[src/rtl/reservation_station_pkg.sv]
// Shared constants and types for the reservation station:
// RV32I opcode / funct3 encodings, the stored micro-op fields and the per-entry state.
package reservation_station_pkg;

  localparam int XLEN = 32;

  // RV32I major opcodes handled by the station
  localparam logic [6:0] OPC_OP     = 7'b0110011;
  localparam logic [6:0] OPC_OP_IMM = 7'b0010011;
  localparam logic [6:0] OPC_LUI    = 7'b0110111;
  localparam logic [6:0] OPC_AUIPC  = 7'b0010111;
  localparam logic [6:0] OPC_BRANCH = 7'b1100011;
  localparam logic [6:0] OPC_JALR   = 7'b1100111;

  // OP / OP-IMM funct3
  localparam logic [2:0] F3_ADD_SUB = 3'b000;
  localparam logic [2:0] F3_SLL     = 3'b001;
  localparam logic [2:0] F3_SLT     = 3'b010;
  localparam logic [2:0] F3_SLTU    = 3'b011;
  localparam logic [2:0] F3_XOR     = 3'b100;
  localparam logic [2:0] F3_SRL_SRA = 3'b101;
  localparam logic [2:0] F3_OR      = 3'b110;
  localparam logic [2:0] F3_AND     = 3'b111;

  // BRANCH funct3
  localparam logic [2:0] F3_BEQ  = 3'b000;
  localparam logic [2:0] F3_BNE  = 3'b001;
  localparam logic [2:0] F3_BLT  = 3'b100;
  localparam logic [2:0] F3_BGE  = 3'b101;
  localparam logic [2:0] F3_BLTU = 3'b110;
  localparam logic [2:0] F3_BGEU = 3'b111;

  // Life cycle of one station entry
  typedef enum logic [1:0] {
    ENT_FREE,
    ENT_WAIT,
    ENT_READY
  } ent_state_e;

  // Decoded instruction fields kept with each entry until dispatch
  typedef struct packed {
    logic [6:0]      opcode;
    logic [2:0]      funct3;
    logic            funct7_5;
    logic [XLEN-1:0] pc;
    logic [XLEN-1:0] imm;
  } uop_t;

  // Entry state as seen from its occupancy and operand-pending flags
  function automatic ent_state_e ent_state(input logic valid, input logic qj_busy,
                                           input logic qk_busy);
    if (!valid)              return ENT_FREE;
    if (qj_busy || qk_busy)  return ENT_WAIT;
    return ENT_READY;
  endfunction

endpackage

[src/rtl/reservation_station_alu.sv]
// rs_alu: purely combinational integer/branch/JALR execute unit for the reservation station.
module rs_alu
  import reservation_station_pkg::*;
(
  input  logic [6:0]      i_opcode,
  input  logic [2:0]      i_funct3,
  input  logic            i_funct7_5,
  input  logic [XLEN-1:0] i_vj,
  input  logic [XLEN-1:0] i_vk,
  input  logic [XLEN-1:0] i_imm,
  input  logic [XLEN-1:0] i_pc,
  output logic [XLEN-1:0] o_result
);

  logic [XLEN-1:0] w_rk;
  logic [4:0]      w_shamt;
  logic            w_taken;
  logic [XLEN-1:0] w_arith;

  // Evaluate the selected operation; register forms use Vk, immediate forms use imm.
  always_comb begin
    // NOTE: every signal gets a default before any branch, so no path can infer a latch.
    w_rk     = (i_opcode == OPC_OP_IMM) ? i_imm : i_vk;
    w_shamt  = w_rk[4:0];
    w_taken  = 1'b0;
    w_arith  = '0;
    o_result = '0;

    unique case (i_funct3)
      // ADDI has no subtract form; instr[30] is an immediate bit there
      F3_ADD_SUB: w_arith = (i_opcode == OPC_OP && i_funct7_5) ? i_vj - w_rk : i_vj + w_rk;
      F3_SLL:     w_arith = i_vj << w_shamt;
      F3_SLT:     w_arith = {31'b0, $signed(i_vj) < $signed(w_rk)};
      F3_SLTU:    w_arith = {31'b0, i_vj < w_rk};
      F3_XOR:     w_arith = i_vj ^ w_rk;
      F3_SRL_SRA: w_arith = i_funct7_5 ? XLEN'($signed(i_vj) >>> w_shamt) : i_vj >> w_shamt;
      F3_OR:      w_arith = i_vj | w_rk;
      F3_AND:     w_arith = i_vj & w_rk;
      default:    w_arith = '0;
    endcase

    case (i_funct3)
      F3_BEQ:  w_taken = (i_vj == i_vk);
      F3_BNE:  w_taken = (i_vj != i_vk);
      F3_BLT:  w_taken = ($signed(i_vj) < $signed(i_vk));
      F3_BGE:  w_taken = ($signed(i_vj) >= $signed(i_vk));
      F3_BLTU: w_taken = (i_vj < i_vk);
      F3_BGEU: w_taken = (i_vj >= i_vk);
      default: w_taken = 1'b0;
    endcase

    case (i_opcode)
      OPC_OP, OPC_OP_IMM: o_result = w_arith;
      OPC_LUI:            o_result = i_imm;
      OPC_AUIPC:          o_result = i_pc + i_imm;
      OPC_JALR:           o_result = (i_vj + i_imm) & ~32'd1;
      // The ROB compares this taken flag against its prediction
      OPC_BRANCH:         o_result = {31'b0, w_taken};
      default:            o_result = '0;
    endcase
  end

endmodule

[src/rtl/reservation_station.sv]
// reservation_station: holds issued integer/branch/JALR micro-ops until both operands are
// known, snoops the RS and LSB result buses, dispatches one ready entry per cycle into rs_alu
// and drives a registered result broadcast towards the ROB.
// Build option: define RS_AGE_SELECT_EN to dispatch the oldest ready entry instead of the
// lowest-indexed one.
module reservation_station
  import reservation_station_pkg::*;
#(
  parameter int RoB_BITS = 4,
  parameter int RS_SIZE  = 8,
  parameter int RS_BITS  = 3
) (
  input  logic                clk_in,
  input  logic                rst_in,
  input  logic                rdy_in,
  input  logic                clear,
  input  logic                issue_ready,
  input  logic [6:0]          issue_opcode,
  input  logic [2:0]          issue_funct3,
  input  logic                issue_funct7_5,
  input  logic [31:0]         issue_pc,
  input  logic [31:0]         issue_imm,
  input  logic [31:0]         issue_Vj,
  input  logic [31:0]         issue_Vk,
  input  logic                issue_Qj_busy,
  input  logic                issue_Qk_busy,
  input  logic [RoB_BITS-1:0] issue_Qj,
  input  logic [RoB_BITS-1:0] issue_Qk,
  input  logic [RoB_BITS-1:0] issue_rob_id,
  input  logic                cdb1_rdy,
  input  logic [RoB_BITS-1:0] cdb1_id,
  input  logic [31:0]         cdb1_value,
  input  logic                cdb2_rdy,
  input  logic [RoB_BITS-1:0] cdb2_id,
  input  logic [31:0]         cdb2_value,
  output logic                full,
  output logic                RS_finish_rdy,
  output logic [RoB_BITS-1:0] RS_finish_id,
  output logic [31:0]         RS_finish_value
);

  // Registered entry state
  logic [RS_SIZE-1:0]  r_valid;
  logic [RS_SIZE-1:0]  r_qj_busy;
  logic [RS_SIZE-1:0]  r_qk_busy;
  logic [RoB_BITS-1:0] r_qj  [RS_SIZE];
  logic [RoB_BITS-1:0] r_qk  [RS_SIZE];
  logic [RoB_BITS-1:0] r_rob [RS_SIZE];
  logic [31:0]         r_vj  [RS_SIZE];
  logic [31:0]         r_vk  [RS_SIZE];
  uop_t                r_uop [RS_SIZE];

  logic                r_finish_rdy;
  logic [RoB_BITS-1:0] r_finish_id;
  logic [31:0]         r_finish_value;

  // Next-state values
  logic [RS_SIZE-1:0]  w_valid_nxt;
  logic [RS_SIZE-1:0]  w_qj_busy_nxt;
  logic [RS_SIZE-1:0]  w_qk_busy_nxt;
  logic [RoB_BITS-1:0] w_qj_nxt  [RS_SIZE];
  logic [RoB_BITS-1:0] w_qk_nxt  [RS_SIZE];
  logic [RoB_BITS-1:0] w_rob_nxt [RS_SIZE];
  logic [31:0]         w_vj_nxt  [RS_SIZE];
  logic [31:0]         w_vk_nxt  [RS_SIZE];
  uop_t                w_uop_nxt [RS_SIZE];

  logic                w_finish_rdy_nxt;
  logic [RoB_BITS-1:0] w_finish_id_nxt;
  logic [31:0]         w_finish_value_nxt;

  // Selection and bypass
  ent_state_e          w_state [RS_SIZE];
  logic [RS_SIZE-1:0]  w_ready;
  logic                w_full;
  logic                w_issue_fire;
  logic [RS_BITS-1:0]  w_issue_idx;
  logic                w_disp_en;
  logic                w_disp_fire;
  logic [RS_BITS-1:0]  w_disp_idx;
  logic                w_iss_qj_busy;
  logic                w_iss_qk_busy;
  logic [31:0]         w_iss_vj;
  logic [31:0]         w_iss_vk;
  logic [31:0]         w_alu_result;
  uop_t                w_alu_uop;

`ifdef RS_AGE_SELECT_EN
  // Issue-order rank among occupied entries: 0 is the oldest
  logic [RS_BITS-1:0]  r_age     [RS_SIZE];
  logic [RS_BITS-1:0]  w_age_nxt [RS_SIZE];
  logic [RS_BITS-1:0]  w_new_age;
`endif

  // Classify every entry from its flags
  always_comb begin
    for (int i = 0; i < RS_SIZE; i++) begin
      w_state[i] = ent_state(r_valid[i], r_qj_busy[i], r_qk_busy[i]);
      w_ready[i] = (w_state[i] == ENT_READY);
    end
  end

  // Full reflects state at cycle start; a dispatch this cycle frees its slot only next cycle
  assign w_full       = &r_valid;
  assign w_issue_fire = issue_ready && !w_full && !clear;
  assign w_disp_fire  = w_disp_en && !clear;

  // Lowest-index free entry receives the issued micro-op
  always_comb begin
    w_issue_idx = '0;
    for (int i = RS_SIZE - 1; i >= 0; i--) begin
      if (!r_valid[i]) w_issue_idx = RS_BITS'(i);
    end
  end

  // Pick the entry to dispatch among those ready at cycle start
  always_comb begin
    w_disp_en  = 1'b0;
    w_disp_idx = '0;
`ifdef RS_AGE_SELECT_EN
    for (int i = 0; i < RS_SIZE; i++) begin
      if (w_ready[i] && (!w_disp_en || r_age[i] < r_age[w_disp_idx])) begin
        w_disp_en  = 1'b1;
        w_disp_idx = RS_BITS'(i);
      end
    end
`else
    for (int i = RS_SIZE - 1; i >= 0; i--) begin
      if (w_ready[i]) begin
        w_disp_en  = 1'b1;
        w_disp_idx = RS_BITS'(i);
      end
    end
`endif
  end

  // Resolve issued operands against results broadcast in the same cycle
  always_comb begin
    w_iss_qj_busy = issue_Qj_busy;
    w_iss_vj      = issue_Vj;
    w_iss_qk_busy = issue_Qk_busy;
    w_iss_vk      = issue_Vk;
    if (issue_Qj_busy) begin
      if (cdb1_rdy && cdb1_id == issue_Qj) begin
        w_iss_qj_busy = 1'b0;
        w_iss_vj      = cdb1_value;
      end else if (cdb2_rdy && cdb2_id == issue_Qj) begin
        w_iss_qj_busy = 1'b0;
        w_iss_vj      = cdb2_value;
      end
    end
    if (issue_Qk_busy) begin
      if (cdb1_rdy && cdb1_id == issue_Qk) begin
        w_iss_qk_busy = 1'b0;
        w_iss_vk      = cdb1_value;
      end else if (cdb2_rdy && cdb2_id == issue_Qk) begin
        w_iss_qk_busy = 1'b0;
        w_iss_vk      = cdb2_value;
      end
    end
  end

  // Execute the dispatched entry
  assign w_alu_uop = r_uop[w_disp_idx];

  rs_alu u_alu (
    .i_opcode   (w_alu_uop.opcode),
    .i_funct3   (w_alu_uop.funct3),
    .i_funct7_5 (w_alu_uop.funct7_5),
    .i_vj       (r_vj[w_disp_idx]),
    .i_vk       (r_vk[w_disp_idx]),
    .i_imm      (w_alu_uop.imm),
    .i_pc       (w_alu_uop.pc),
    .o_result   (w_alu_result)
  );

  // Next state: operand capture, dispatch release, issue write, then flush override
  always_comb begin
    // NOTE: next-state is composed with blocking assignments here; only always_ff uses <=.
    w_valid_nxt   = r_valid;
    w_qj_busy_nxt = r_qj_busy;
    w_qk_busy_nxt = r_qk_busy;
    w_qj_nxt      = r_qj;
    w_qk_nxt      = r_qk;
    w_rob_nxt     = r_rob;
    w_vj_nxt      = r_vj;
    w_vk_nxt      = r_vk;
    w_uop_nxt     = r_uop;

    for (int i = 0; i < RS_SIZE; i++) begin
      if (r_valid[i] && r_qj_busy[i]) begin
        if (cdb1_rdy && cdb1_id == r_qj[i]) begin
          w_vj_nxt[i]      = cdb1_value;
          w_qj_busy_nxt[i] = 1'b0;
        end else if (cdb2_rdy && cdb2_id == r_qj[i]) begin
          w_vj_nxt[i]      = cdb2_value;
          w_qj_busy_nxt[i] = 1'b0;
        end
      end
      if (r_valid[i] && r_qk_busy[i]) begin
        if (cdb1_rdy && cdb1_id == r_qk[i]) begin
          w_vk_nxt[i]      = cdb1_value;
          w_qk_busy_nxt[i] = 1'b0;
        end else if (cdb2_rdy && cdb2_id == r_qk[i]) begin
          w_vk_nxt[i]      = cdb2_value;
          w_qk_busy_nxt[i] = 1'b0;
        end
      end
    end

    if (w_disp_fire) w_valid_nxt[w_disp_idx] = 1'b0;

    if (w_issue_fire) begin
      w_valid_nxt[w_issue_idx]        = 1'b1;
      w_qj_busy_nxt[w_issue_idx]      = w_iss_qj_busy;
      w_qk_busy_nxt[w_issue_idx]      = w_iss_qk_busy;
      w_qj_nxt[w_issue_idx]           = issue_Qj;
      w_qk_nxt[w_issue_idx]           = issue_Qk;
      w_vj_nxt[w_issue_idx]           = w_iss_vj;
      w_vk_nxt[w_issue_idx]           = w_iss_vk;
      w_rob_nxt[w_issue_idx]          = issue_rob_id;
      w_uop_nxt[w_issue_idx].opcode   = issue_opcode;
      w_uop_nxt[w_issue_idx].funct3   = issue_funct3;
      w_uop_nxt[w_issue_idx].funct7_5 = issue_funct7_5;
      w_uop_nxt[w_issue_idx].pc       = issue_pc;
      w_uop_nxt[w_issue_idx].imm      = issue_imm;
    end

    if (clear) w_valid_nxt = '0;

    w_finish_rdy_nxt   = w_disp_fire;
    w_finish_id_nxt    = r_finish_id;
    w_finish_value_nxt = r_finish_value;
    if (w_disp_fire) begin
      w_finish_id_nxt    = r_rob[w_disp_idx];
      w_finish_value_nxt = w_alu_result;
    end
  end

`ifdef RS_AGE_SELECT_EN
  // Keep ages dense: close the gap left by a dispatch and rank a new entry last
  always_comb begin
    w_age_nxt = r_age;
    w_new_age = '0;
    for (int i = 0; i < RS_SIZE; i++) begin
      w_new_age = w_new_age + RS_BITS'(r_valid[i]);
    end
    if (w_disp_fire) begin
      w_new_age = w_new_age - RS_BITS'(1);
      for (int i = 0; i < RS_SIZE; i++) begin
        if (r_valid[i] && r_age[i] > r_age[w_disp_idx]) w_age_nxt[i] = r_age[i] - RS_BITS'(1);
      end
    end
    if (w_issue_fire) w_age_nxt[w_issue_idx] = w_new_age;
    if (clear) begin
      for (int i = 0; i < RS_SIZE; i++) w_age_nxt[i] = '0;
    end
  end
`endif

  // Control state and result broadcast; reset wins, rdy_in low freezes everything
  // NOTE: only the flags that qualify storage are reset; operand/payload arrays are gated by r_valid.
  always_ff @(posedge clk_in) begin
    if (rst_in) begin
      r_valid        <= '0;
      r_qj_busy      <= '0;
      r_qk_busy      <= '0;
      r_finish_rdy   <= 1'b0;
      r_finish_id    <= '0;
      r_finish_value <= '0;
`ifdef RS_AGE_SELECT_EN
      for (int i = 0; i < RS_SIZE; i++) r_age[i] <= '0;
`endif
    end else if (rdy_in) begin
      r_valid        <= w_valid_nxt;
      r_qj_busy      <= w_qj_busy_nxt;
      r_qk_busy      <= w_qk_busy_nxt;
      r_finish_rdy   <= w_finish_rdy_nxt;
      r_finish_id    <= w_finish_id_nxt;
      r_finish_value <= w_finish_value_nxt;
`ifdef RS_AGE_SELECT_EN
      r_age          <= w_age_nxt;
`endif
    end
  end

  // Operand and micro-op payload storage
  always_ff @(posedge clk_in) begin
    if (rdy_in) begin
      r_qj  <= w_qj_nxt;
      r_qk  <= w_qk_nxt;
      r_rob <= w_rob_nxt;
      r_vj  <= w_vj_nxt;
      r_vk  <= w_vk_nxt;
      r_uop <= w_uop_nxt;
    end
  end

  assign full            = w_full;
  assign RS_finish_rdy   = r_finish_rdy;
  assign RS_finish_id    = r_finish_id;
  assign RS_finish_value = r_finish_value;

endmodule

[config.mk]
export PLATFORM = sky130hd
export DESIGN_NAME = reservation_station
export DESIGN_NICKNAME = d
export VERILOG_FILES = /design/src/rtl/reservation_station_pkg.sv /design/src/rtl/reservation_station_alu.sv /design/src/rtl/reservation_station.sv
export SDC_FILE = /design/constraint.sdc
export NUM_CORES = 2
export LEC_CHECK = 0
export CORE_ASPECT_RATIO = 0.9
export CORE_MARGIN = 4
export CORE_UTILIZATION = 50
export CTS_CLUSTER_DIAMETER = 120
export DETAILED_ROUTE_END_ITERATION = 10
export PLACE_DENSITY = 0.66
export SYNTH_ARGS = -nofsm -noshare
export SYNTH_HDL_FRONTEND = slang
export SYNTH_SLANG_ARGS = --single-unit
[constraint.sdc]
create_clock -name clk_in -period 9.38 [get_ports clk_in]
set_clock_uncertainty 0.2 [all_clocks]
set_input_delay 1.876 -clock clk_in [delete_from_list [all_inputs] [get_ports clk_in]]
set_output_delay 1.876 -clock clk_in [all_outputs]
set_load 0.005 [all_outputs]
==> run metrics <==
root buf cell clkbuf_16; largest net degree at the start of global routing 148; vias 75460; Min-Delay Path Class reg -> reg; Hold Buf Count CTS 0; worst stage delay on the critical path 0.82 ns; Final Power 0.0144 W; vias in the first global route 69701; Final Instance Area 0.0907 sq mm; Bufs on Longest Clock Path 3; total gr overflow 0; Synth Warn # 0; die width 431 microns; CTS buffer count 142; Worst slew margin 4.75%; outcome finished clean; total wire length 357000 microns; Final nets 9091; Clock Latency Late Sink 0.82 ns; die height 389 microns; detailed placement HPWL 231000 microns; RSZ-0062 raised after global routing false; Total GRT Usage 41.1%; Clock Sinks 1269; crit path launch type register; worst slack at placement 1.15 ns; cell mode on critical path nor2_1; Initial Utilization 50.4%; WL/cell 32.7 microns; post-synth top area share 45.0%; sum of negative setup slack 0 ns; CTS H-Tree Depth 4; CTS tree yes; Power Dens Cells 159 mW/mm^2; Critical Path AT 9.11 ns; Seq cells post-synth 1269; DRC Markers 0; crit path kind reg -> reg; top cell type by total area after synthesis edfxtp_1; Pre-antenna DRT Iters 8; Post-Place Cell Area 0.0860 sq mm; Reg2Reg Depth 28; prevailing post-synth register cell edfxtp_1; count of cell types in the netlist 98; leakage power total 30.8 nW; crit share post-route 91.8%; Seq/Total Area, Yosys 46.5%; Peak VDD IR 0.150 mV; clock-pin slew on the worst setup and hold paths 0.07 ns; hold endpoint RS_finish_id[2]; max-capacitance violation count 0; Ports 270; final setup margin 0.769 ns; cell family with most CP delay compound AO/OA/AOI/OAI gates; slowest stage cell, crit path nor2_4; top cells by area in the synthesized netlist edfxtp_1 (45%), nand2_1 (8.2%), mux2i_1 (6.9%); Final setup viols 0; CORE AREA 0.160 sq mm; Port-buffer cells 269; share of cells above drive strength 1 7.50%; Routability Congestion 1.10; vias per cell 6.91; first-pass GRT wire length 506000 microns; number of setup buffers added after CTS 0; synthesized area 0.0806 sq mm; Slew @ Worst Pin 1.42 ns; Buf/Inv on CP 3; reg2reg start r_valid[5]; post-synthesis cell count 8748; Hold Crit Depth 2; area grow syn2layout 12.5%; syn_nets 9174; post-cts sizing count 0; Post-DRT Antenna Nets 0; min Tclk post-route 8.61 ns; initial DRC count 12768; FP Rows 139; reg2reg end RS_finish_value[28]; antenna violations before repair 35; Async S/R FF share, synth 0%; Die Area 0.168 sq mm; crit end category register; flop-to-flop setup slack 0.77 ns; Critical Path Fanout Max 12; achievable frequency 116 MHz; critical path required time 9.88 ns; mean area per synthesized cell 9.21 sq um; Max Slew Vio Count 0; Hold Startpoint RS_finish_id[2]; final count of hold timing violations 0; Post-synth EDFFs 1208
==> layer usage <==
layer  up-vias  wire (microns)  share of wire (%)  GRT usage (%)
li1      31942               -                  -              -
met1     36438          140000                 39           57.5
met2      5932          143000                 40           56.4
met3      1126           51400                 14           13.2
met4        22           23000                6.4           22.5
met5         -             155              0.043              0
==> layout by cell type, fill, tap and decap left out, types with 34 or more instances in the layout <==
master / n
clkdlybuf4s50_1: 267
mux2i_1: 552
o22ai_1: 129
and3_1: 82
dfxtp_1: 61
nor3_1: 81
nand3_1: 271
xnor2_1: 93
edfxtp_1: 1208
a22oi_1: 62
xor2_1: 132
and2_1: 276
o21ai_0: 803
nor4_1: 55
nor2_1: 239
ha_1: 190
a211oi_1: 75
nand2_1: 1741
inv_1: 154
nand4_1: 34
nor4_2: 36
clkbuf_16: 144
o21ai_1: 48
a32oi_1: 47
o21a_1: 45
a21o_1: 59
o211ai_1: 536
a21oi_1: 507
buf_4: 272
==> worst max path at each step <==
stage,from,depth (start not counted),end
2_1_floorplan,r_valid[3],35,RS_finish_value[30]
3_3_place_gp,r_valid[5],28,RS_finish_value[28]
3_5_place_dp,r_valid[5],28,RS_finish_value[28]
4_1_cts,r_valid[5],28,RS_finish_value[28]
5_1_grt,r_valid[5],28,RS_finish_value[28]
6_report,r_valid[5],28,RS_finish_value[28]
==> through the flow <==
step / std cells / util, % / hold WS (ns)
2_1_floorplan: 8748 / - / 0.253
3_3_place_gp: 10636 / 53.8 / 0.267
3_5_place_dp: 10636 / 53.8 / 0.279
4_1_cts: 10890 / 56.7 / 0.287
5_1_grt: 10892 / 56.7 / 0.318
6_report: 10913 / 56.7 / 0.296
==> registers in the layout, summed over array words and instances (netlist names) <==
signal,flops
r_uop,600
r_vj,256
r_vk,256
RS_finish_value,32
r_qj,32
r_qk,32
r_rob,32
r_qj_busy,8
r_qk_busy,8
r_valid,8
RS_finish_id,4
RS_finish_rdy,1
==> worst reg2reg max path, delay by kind of cell (launching register included) <==
| kind | cells | cell delay, ns |
|---|---|---|
| flip-flops | 1 | 0.52 |
| buffers and inverters | 3 | 0.54 |
| adder cells (fa/ha/maj) | 1 | 0.33 |
| AND/OR/NAND/NOR | 9 | 2.57 |
| AO/OA/AOI/OAI | 14 | 4.20 |
| XOR/XNOR | 1 | 0.14 |
==> Yosys cell counts, drive strengths merged (162+ instances only) <==
cell,n
a21oi,507
and2,276
clkbuf,628
edfxtp,1208
ha,190
inv,162
mux2i,552
nand2,1755
nand3,273
nor2,268
o211ai,537
o21ai,856
==> logic make-up after synthesis <==
kind of cell / synth area share [%]
adders and majority gates: 3.05
and+or+nand+nor: 16.7
DFF: 46.5
buffers and inverters: 4.56
muxes: 7.12
AOI/OAI and AO/OA: 19.6
xor gates and xnor gates: 2.45
==> where the power goes <==
| group | total, W | internal (W) | switching [W] |
|---|---|---|---|
| registers | 0.00645 | 0.00637 | 0.0000801 |
| logic | 0.00225 | 0.000742 | 0.00151 |
| clock network | 0.00569 | 0.00318 | 0.00250 |
==> cell type report <==
class,instances,area (sq um)
clock inverters,80,877
multi-input cells,6528,40100
fillers,13969,69200
well taps,2115,2650
diodes,23,57.6
clock buffers,174,3750
flip-flops and latches,1269,37500
repair buffers,561,5130
inverters,163,629
Note: power is estimated with default switching activity, not from simulation.
